## src/rtl/n64_controller_responder.sv

```systemverilog
// Purpose: N64 controller emulator on the open-drain joybus; decodes console command bytes and replies with identity or button frames.
// Latency: cmd_valid 3 PCLK after the raw stop-bit rising edge; reply starts 2*US_CYCLES after cmd_valid.
// Backpressure: none; the line protocol is strictly timed, and malformed frames are dropped with an rx_error pulse.
module n64_controller_responder #(
  parameter int US_CYCLES = 100
) (
  input  logic        PCLK,
  input  logic        PRESET,
  input  logic        line_in,
  output logic        line_oe,
  input  logic [31:0] buttons,
  output logic        cmd_valid,
  output logic [7:0]  cmd_byte,
  output logic        busy,
  output logic        rx_error
);

  localparam int CW = $clog2(5 * US_CYCLES);
  localparam logic [CW-1:0] US1 = CW'(US_CYCLES);
  localparam logic [CW-1:0] US2 = CW'(2 * US_CYCLES);
  localparam logic [CW-1:0] US3 = CW'(3 * US_CYCLES);
  localparam logic [CW-1:0] US4 = CW'(4 * US_CYCLES);

  typedef enum logic [2:0] {
    IDLE,
    RX_LOW,
    RX_HIGH,
    GAP,
    TX_BIT,
    TX_STOP
  } state_t;

  state_t state, state_nx;

  logic          sync1, sync2, line_q;
  logic          fall, rise;
  logic [CW-1:0] cnt, cnt_nx;
  logic [5:0]    bit_cnt, bit_cnt_nx;
  logic [7:0]    rx_sr, rx_sr_nx;
  logic [31:0]   tx_sr, tx_sr_nx;
  logic          line_oe_nx, cmd_valid_nx, rx_error_nx;
  logic [7:0]    cmd_byte_nx;

  // Two-flop synchronizer plus a delayed copy for edge detection; idle level is high.
  always_ff @(posedge PCLK or posedge PRESET) begin
    if (PRESET) begin
      sync1  <= 1'b1;
      sync2  <= 1'b1;
      line_q <= 1'b1;
    end else begin
      sync1  <= line_in;
      sync2  <= sync1;
      line_q <= sync2;
    end
  end

  assign fall = line_q & ~sync2;
  assign rise = ~line_q & sync2;
  assign busy = (state != IDLE);

  // State, counters, shift registers and registered outputs.
  always_ff @(posedge PCLK or posedge PRESET) begin
    if (PRESET) begin
      state     <= IDLE;
      cnt       <= '0;
      bit_cnt   <= '0;
      rx_sr     <= '0;
      tx_sr     <= '0;
      line_oe   <= 1'b0;
      cmd_valid <= 1'b0;
      cmd_byte  <= '0;
      rx_error  <= 1'b0;
    end else begin
      state     <= state_nx;
      cnt       <= cnt_nx;
      bit_cnt   <= bit_cnt_nx;
      rx_sr     <= rx_sr_nx;
      tx_sr     <= tx_sr_nx;
      line_oe   <= line_oe_nx;
      cmd_valid <= cmd_valid_nx;
      cmd_byte  <= cmd_byte_nx;
      rx_error  <= rx_error_nx;
    end
  end

  // Next-state and datapath; cnt holds the number of cycles already spent in the current phase.
  always_comb begin
    state_nx     = state;
    cnt_nx       = cnt;
    bit_cnt_nx   = bit_cnt;
    rx_sr_nx     = rx_sr;
    tx_sr_nx     = tx_sr;
    line_oe_nx   = 1'b0;
    cmd_valid_nx = 1'b0;
    cmd_byte_nx  = cmd_byte;
    rx_error_nx  = 1'b0;

    case (state)
      IDLE: begin
        if (fall) begin
          state_nx   = RX_LOW;
          cnt_nx     = CW'(1);
          bit_cnt_nx = '0;
          rx_sr_nx   = '0;
        end
      end

      RX_LOW: begin
        if (rise) begin
          if (cnt >= US4) begin
            // A low exactly 4 us long is malformed, stop bit included.
            rx_error_nx = 1'b1;
            state_nx    = IDLE;
          end else if (bit_cnt == 6'd8) begin
            cmd_byte_nx  = rx_sr;
            cmd_valid_nx = 1'b1;
            cnt_nx       = CW'(1);
            case (rx_sr)
              8'h00, 8'hff: begin
                tx_sr_nx   = {24'h050002, 8'h00};
                bit_cnt_nx = 6'd24;
                state_nx   = GAP;
              end
              8'h01: begin
                // Buttons are captured here so later changes cannot disturb the reply.
                tx_sr_nx   = buttons;
                bit_cnt_nx = 6'd32;
                state_nx   = GAP;
              end
              default: state_nx = IDLE;
            endcase
          end else begin
            rx_sr_nx   = {rx_sr[6:0], (cnt < US2)};
            bit_cnt_nx = bit_cnt + 6'd1;
            cnt_nx     = CW'(1);
            state_nx   = RX_HIGH;
          end
        end else if (cnt >= US4) begin
          rx_error_nx = 1'b1;
          state_nx    = IDLE;
        end else begin
          cnt_nx = cnt + CW'(1);
        end
      end

      RX_HIGH: begin
        // A falling edge wins over a coincident timeout.
        if (fall) begin
          state_nx = RX_LOW;
          cnt_nx   = CW'(1);
        end else if (cnt >= US4) begin
          rx_error_nx = 1'b1;
          state_nx    = IDLE;
        end else begin
          cnt_nx = cnt + CW'(1);
        end
      end

      GAP: begin
        if (cnt >= US2) begin
          state_nx   = TX_BIT;
          cnt_nx     = CW'(1);
          line_oe_nx = 1'b1;
        end else begin
          cnt_nx = cnt + CW'(1);
        end
      end

      TX_BIT: begin
        if (cnt >= US4) begin
          cnt_nx     = CW'(1);
          line_oe_nx = 1'b1;
          if (bit_cnt == 6'd1) begin
            state_nx = TX_STOP;
          end else begin
            bit_cnt_nx = bit_cnt - 6'd1;
            tx_sr_nx   = {tx_sr[30:0], 1'b0};
          end
        end else begin
          cnt_nx     = cnt + CW'(1);
          line_oe_nx = (cnt < (tx_sr[31] ? US1 : US3));
        end
      end

      TX_STOP: begin
        if (cnt >= US2) begin
          state_nx = IDLE;
        end else begin
          cnt_nx     = cnt + CW'(1);
          line_oe_nx = 1'b1;
        end
      end

      default: state_nx = IDLE;
    endcase
  end

endmodule

```

## config.mk

```make
export PLATFORM = sky130hd
export DESIGN_NAME = n64_controller_responder
export DESIGN_NICKNAME = d
export VERILOG_FILES = /design/src/rtl/n64_controller_responder.sv
export SDC_FILE = /design/constraint.sdc
export NUM_CORES = 1
export LEC_CHECK = 0
export BUFFER_PORTS_ARGS = -buffer_cell sky130_fd_sc_hd__clkbuf_2
export CAP_MARGIN = 20
export CORE_MARGIN = 2
export CORE_UTILIZATION = 50
export DETAILED_ROUTE_END_ITERATION = 16
export PLACE_DENSITY = 0.7
export SYNTH_ARGS = -nofsm -noshare
export SYNTH_HDL_FRONTEND = slang
export SYNTH_SLANG_ARGS = --single-unit
```

## constraint.sdc

```tcl
create_clock -name PCLK -period 2.65 [get_ports PCLK]
set_input_delay 0.1325 -clock PCLK [delete_from_list [all_inputs] [get_ports PCLK]]
set_output_delay 0.1325 -clock PCLK [all_outputs]
set_load 0.05 [all_outputs]
```

After elaboration in Yosys (flattened, before gate mapping)
Cells that the tools add are included.
- register bits after elaboration: 72
- bits in latches: 0
- RAM bits: 0
- ROM bits: 0
- input port bits: 35
- output and inout bits: 12
- word-level logic and storage cells: 115
- memories: 0
- add/sub/neg operators: 3
- multiply operators: 0
- divide/modulo/power cells: 0
- order comparisons: 4
- equal/unequal tests: 23
- shift operators: 0
- multiplexer cells: 53
- bitwise gates (word level): 5
- reduce and logical (&&, ||, !) cells: 15
- operator list (kind ; number):
    two-way mux 32 bit ; 5
    one-hot mux 32 bit (2 select lines) ; 2
    two-way mux 9 bit ; 9
    one-hot mux 9 bit (6 select lines) ; 1
    two-way mux 6 bit ; 6
    two-way mux 8 bit ; 4
    two-way mux 3 bit ; 10
    inequality test 2 bit (second input constant) ; 11
    one-hot mux 3 bit (6 select lines) ; 1
    one-hot mux 6 bit (3 select lines) ; 1
    one-hot mux 8 bit (2 select lines) ; 1
    AND reduction 7 bit ; 2
    one-hot mux 6 bit (2 select lines) ; 1
    AND reduction 5 bit ; 2
    adder 9 x 1 -> 9 bit (second input constant) ; 1
    >= comparator 9 x 8 -> 1 bit (second input constant) ; 1
    >= comparator 9 bit (second input constant) ; 1
    < comparator 9 x 8 -> 1 bit (second input constant) ; 1
    < comparator 9 bit ; 1
    two-way mux 1 bit ; 9
    equality test 8 x 1 -> 1 bit (second input constant) ; 1
    equality test 8 bit (second input constant) ; 1
    logical NOT 8 bit ; 1
    AND reduction 4 bit ; 2
    other kinds (21) ; 28

Longest topological paths before layout
- depth after elaboration: 7
- gate-level depth with buffers: 9

Worst setup path before layout
Ideal clock, no wire load.
- path kind: register to register
- start: reg cnt[4]
- end: reg bit_cnt[3]
- library setup time: 0.121 ns
- arrival: 1.992 ns
- path slack: 0.537 ns
- stages on the path, launching flop included: 8
- period minus slack after synthesis: 2.113 ns
- cells stage by stage: dfrtp_1 > o311a_4 > or3_4 > o21a_4 > nor3_4 > buf_6 > o31ai_2 > a22o_1
- longest elaborated chain between the ends: 3
- ends and longest elaborated chain (what ; line ; source):
    start, declared ; 37 ; logic [CW-1:0] cnt, cnt_nx;
    start signal, assigned ; 75 ; cnt <= cnt_nx;
    >= comparator 9 bit * ; 110, 170 ;
    inequality test 2 bit (no source line) ; n/a ;
    AND reduction 7 bit (no source line) * ; n/a ;
    end signal, assigned ; 76 ; bit_cnt <= bit_cnt_nx;
    end, declared ; 38 ; logic [5:0] bit_cnt, bit_cnt_nx;
Every way passes the cells marked *; elsewhere a longest branch is shown, timed or not.
A chain may end at the register's enable or synchronous reset.

Worst setup path after layout
Ends and elaborated chain as after synthesis.

==> metrics.md <==
| Metric | Value |
|---|---|
| Final Power | approximately 3.4 mW |
| PortBufs | 46 |
| Post-CTS Repair Setup Buffers | 0 |
| Die area | around 0.0086 mm^2 |
| RSZ-0062 raised after global routing | false |
| Total track usage | roughly a fifth |
| # Max-Cap Violations | 0 |
| Register area | between 0.0015 and 0.002 mm^2 |
| Worst path top cell family by delay | compound AO/OA/AOI/OAI gates |
| Worst Tran Pin Value | 0.855 ns |
| Worst clock skew | 0.0116 ns |
| Clock Path Buffers | 2 |
| Number of remaining DRC errors | 0 |
| Initial antenna violation count | 0 |
| Ant. Diodes | 0 |
| TritonCTS clock tree | done |
| Total congestion overflow | 0 |
| Iteration count of the initial detailed-routing pass | 4 |
| Top_reg_cell synth | dfrtp_1 |
| Syn avg cell area | a little over 9 um^2 |
| Hold Fails Final Rpt | 0 |
| Crit path from | cnt[4]$_DFFE_PP0P_ |
| Max stage delay cell, worst path | dfrtp_1 |
| Num CTS Buffers | 9 |
| Total wire length | 8.64 mm |
| Antenna-violating nets left | 0 |
| Pre-CTS setup slack | between 0.1 and 0.15 ns |
| Dpl cells | ~560 |
| Clock sink count | 72 |
| Max FO, Critical Path | 11 |
| Post-synth EDFFs | 0 |
| DRT iter0 DRCs | 288 |
| Clock Pin Slew Worst Setup and Hold Paths | 0.08 ns |
| Flop and latch count out of synthesis | roughly 70 |
| Setup Total Neg Slack | 0 ns |
| Status | completed |
| Slew HR | a little over two fifths |
| Pin count of the biggest net entering global routing | 73 |
| Peak supply drop | between 0.2 and 0.3 mV |
| Clk_lat worst skew | 0.35 ns |
| Crit path buf inv count | 0 |
| Fmax | between 400 and 500 MHz |
| Fin cells | 580 |
| Endpoints failing setup | 0 |
| # fillers | 740 |
| Reg-to-reg startpoint | cnt[4]$_DFFE_PP0P_ |
| Pwr Density | 749 mW/mm^2 |
| Share of the yosys chip area belonging to registers | between 40 and 50% |
| Final min period | about 2.4 ns |
| Chip height | 92.8 um |
| Async SR Flop Fraction | 100% |
| Area of the mapped netlist | 0.00395 mm^2 |
| Hold Path Class | in -> reg |
| Post-Syn Nets | 475 |
| Area of the core | just under 0.008 mm^2 |
| Area Overhead vs Synth | 14.3% |
| DR WL/cell | between 10 and 15 um |
| First-pass GRT wire length | 14.4 mm |
| Yosys warning count | 0 |
| Max-slew violations | 0 |
| Via Count | ~3.3k |
| Vias per inst | around 5.7 |
| Root Driver | clkbuf_8 |
| Share of cells above drive strength 1 | between 20% and 30% |
| CP max stage delay | approximately 0.46 ns |
| CTS H-tree lvls | 3 |
| Worst Slack Setup Final | approximately 0.26 ns |
| Multi-input logic area | 0.00199 mm^2 |
| IO Pins | 47 |
| Post-DP HPWL | about 5.6 mm |
| Crit start category | flip-flop |
| Pleak | roughly 2.2 nW |
| Worst-path cell chain | o311a_4, or3_4, o21a_4, nor3_4, o31ai_2, a22o_1 |
| Post-Syn Instances | 431 |
| Vias in the first global route | 3073 |
| Critical Path Sink Type | flip-flop |
| CP Data Required Time | between 2 and 3 ns |
| Die width | just over 90 um |
| Hold Startpoint | buttons[0] |
| Netlist cell types | 64 |
| Standard-cell rows | 32 |
| Gpl congestion | just under 0.9 |
| Starting Density | 51.3% |
| Final layout net count | between 500 and 600 |
| CP arrival | approximately 2.6 ns |
| Crit share post-route | around nine tenths |
| Setup Crit Path Kind | reg -> reg |
[cells in the final DEF, fill, tap and decap left out, drive strengths merged, types with 2 or more instances in the layout]
cell | netlist | routed
clkbuf | 20 | 56
nor3 | 3 | 3
nand2 | 56 | 56
nor2 | 24 | 24
a21oi | 40 | 40
clkinv | 0 | 2
a311o | 2 | 2
a22oi | 3 | 4
dfrtp | 69 | 69
dfstp | 3 | 3
and4b | 2 | 2
nand4 | 3 | 3
a31oi | 8 | 8
and3 | 32 | 32
dlygate4sd3 | 0 | 2
nor2b | 4 | 4
a22o | 10 | 10
o31ai | 5 | 5
mux2 | 8 | 8
or3 | 5 | 5
nor3b | 3 | 3
a211o | 3 | 3
buf | 10 | 13
o22ai | 2 | 2
clkinvlp | 0 | 2
inv | 11 | 11
nand2b | 7 | 7
a211oi | 4 | 4
nand3b | 3 | 3
o21ai | 49 | 49
o211ai | 3 | 3
nor4 | 3 | 3
nand3 | 8 | 8
ha | 9 | 9
[metal layers]
layer	wire (um)	track usage, %	vias up
met1	4170	28.9	1553
met2	3880	32.0	98
li1	-	-	1652
met5	0	0	-
met3	461	4.23	11
met4	130	9.19	0
[power by group]
group          switching (mW)  internal, mW
sequential              0.103          1.19
combinational           0.738         0.499
clock                   0.420         0.430
[path summary, 6_finish.rpt]
path	to	slack [ns]	cells after the start
hold reg to reg	sync2$_DFF_PP1_	0.35	0
setup reg to reg	bit_cnt[3]$_DFFE_PP0P_	0.26	6
setup / recovery	bit_cnt[3]$_DFFE_PP0P_	0.26	6
max in group asynchronous	sync1$_DFF_PP1_	1.91	4
min in group asynchronous	tx_sr[22]$_DFFE_PP0P_	0.37	4
hold / removal	tx_sr[0]$_DFFE_PP0P_	0.03	3
[repair_timing]
action,4_1_cts,5_1_grt
endpoints found under the hold margin,70,0
resized for setup,0,1
hold buffers,2,0
endpoints found under the setup margin,0,13
[through the flow]
stage | utilization (%) | area, um^2 | hold slack [ns]
after global routing | 58.7 | 4510 | 0.0391
final | 58.7 | 4510 | 0.0346
after CTS | 58.4 | 4490 | 0.0245
after global placement | 55.7 | 4290 | 0.223
after floorplan | - | 3950 | 0.137
after detailed placement | 55.7 | 4290 | 0.227
[area by class of cell]
| type | count | share of cell area (%) |
|---|---|---|
| timing repair buffer | 61 | 7.99 |
| clock inverter | 5 | 1.30 |
| multi-input combinational | 319 | 44.1 |
| clock buffer | 10 | 2.83 |
| sequential | 72 | 40.0 |
| inverter | 11 | 0.915 |
| tap | 102 | 2.83 |
[cells in the mapped netlist, drive strengths merged (2+ instances only)]
| cell type | count | share of area, % |
|---|---|---|
| a211o | 3 | 0.70 |
| a211oi | 4 | 0.76 |
| a21oi | 40 | 5.2 |
| a22o | 10 | 2.2 |
| a22oi | 3 | 0.92 |
| a311o | 2 | 0.51 |
| a31oi | 8 | 1.3 |
| and3 | 32 | 5.1 |
| and4b | 2 | 0.51 |
| buf | 10 | 1.4 |
| clkbuf | 20 | 2.0 |
| dfrtp | 69 | 44 |
| dfstp | 3 | 2.0 |
| ha | 9 | 2.9 |
| inv | 11 | 1.0 |
| mux2 | 8 | 2.3 |
| nand2 | 56 | 5.3 |
| nand2b | 7 | 1.1 |
| nand3 | 8 | 1.0 |
| nand3b | 3 | 0.57 |
| nand4 | 3 | 0.48 |
| nor2 | 24 | 2.7 |
| nor2b | 4 | 0.63 |
| nor3 | 3 | 0.67 |
| nor3b | 3 | 0.57 |
| nor4 | 3 | 0.48 |
| o211ai | 3 | 0.57 |
| o21ai | 49 | 6.2 |
| o22ai | 2 | 0.32 |
| o31ai | 5 | 1.1 |
| or3 | 5 | 0.92 |
[sequential cells by signal, indices dropped and copies added, names as in the netlist]
| name | flops |
|---|---|
| bit_cnt | 6 |
| cnt | 9 |
| state | 3 |
| sync2 | 1 |
| rx_sr | 8 |
| sync1 | 1 |
| tx_sr | 32 |
| cmd_byte | 8 |
| cmd_valid | 1 |
| rx_error | 1 |
| line_q | 1 |
| line_oe | 1 |
[worst min-delay path: stages]
cell and delay (ns):
clkbuf_2 0.08, nand3_1 0.06, o21ai_0 0.07
[kinds of logic after synthesis]
logic type | after synthesis | synth area share (%)
AOI/OAI and AO/OA | 142 | 23.3
and+or+nand+nor | 157 | 20.9
xor gates and xnor gates | 1 | 0.222
buffers and inverters | 41 | 4.44
muxes | 9 | 2.54
DFF | 72 | 45.8
adders and majority gates | 9 | 2.85
Note: power is estimated with default switching activity, not from simulation.
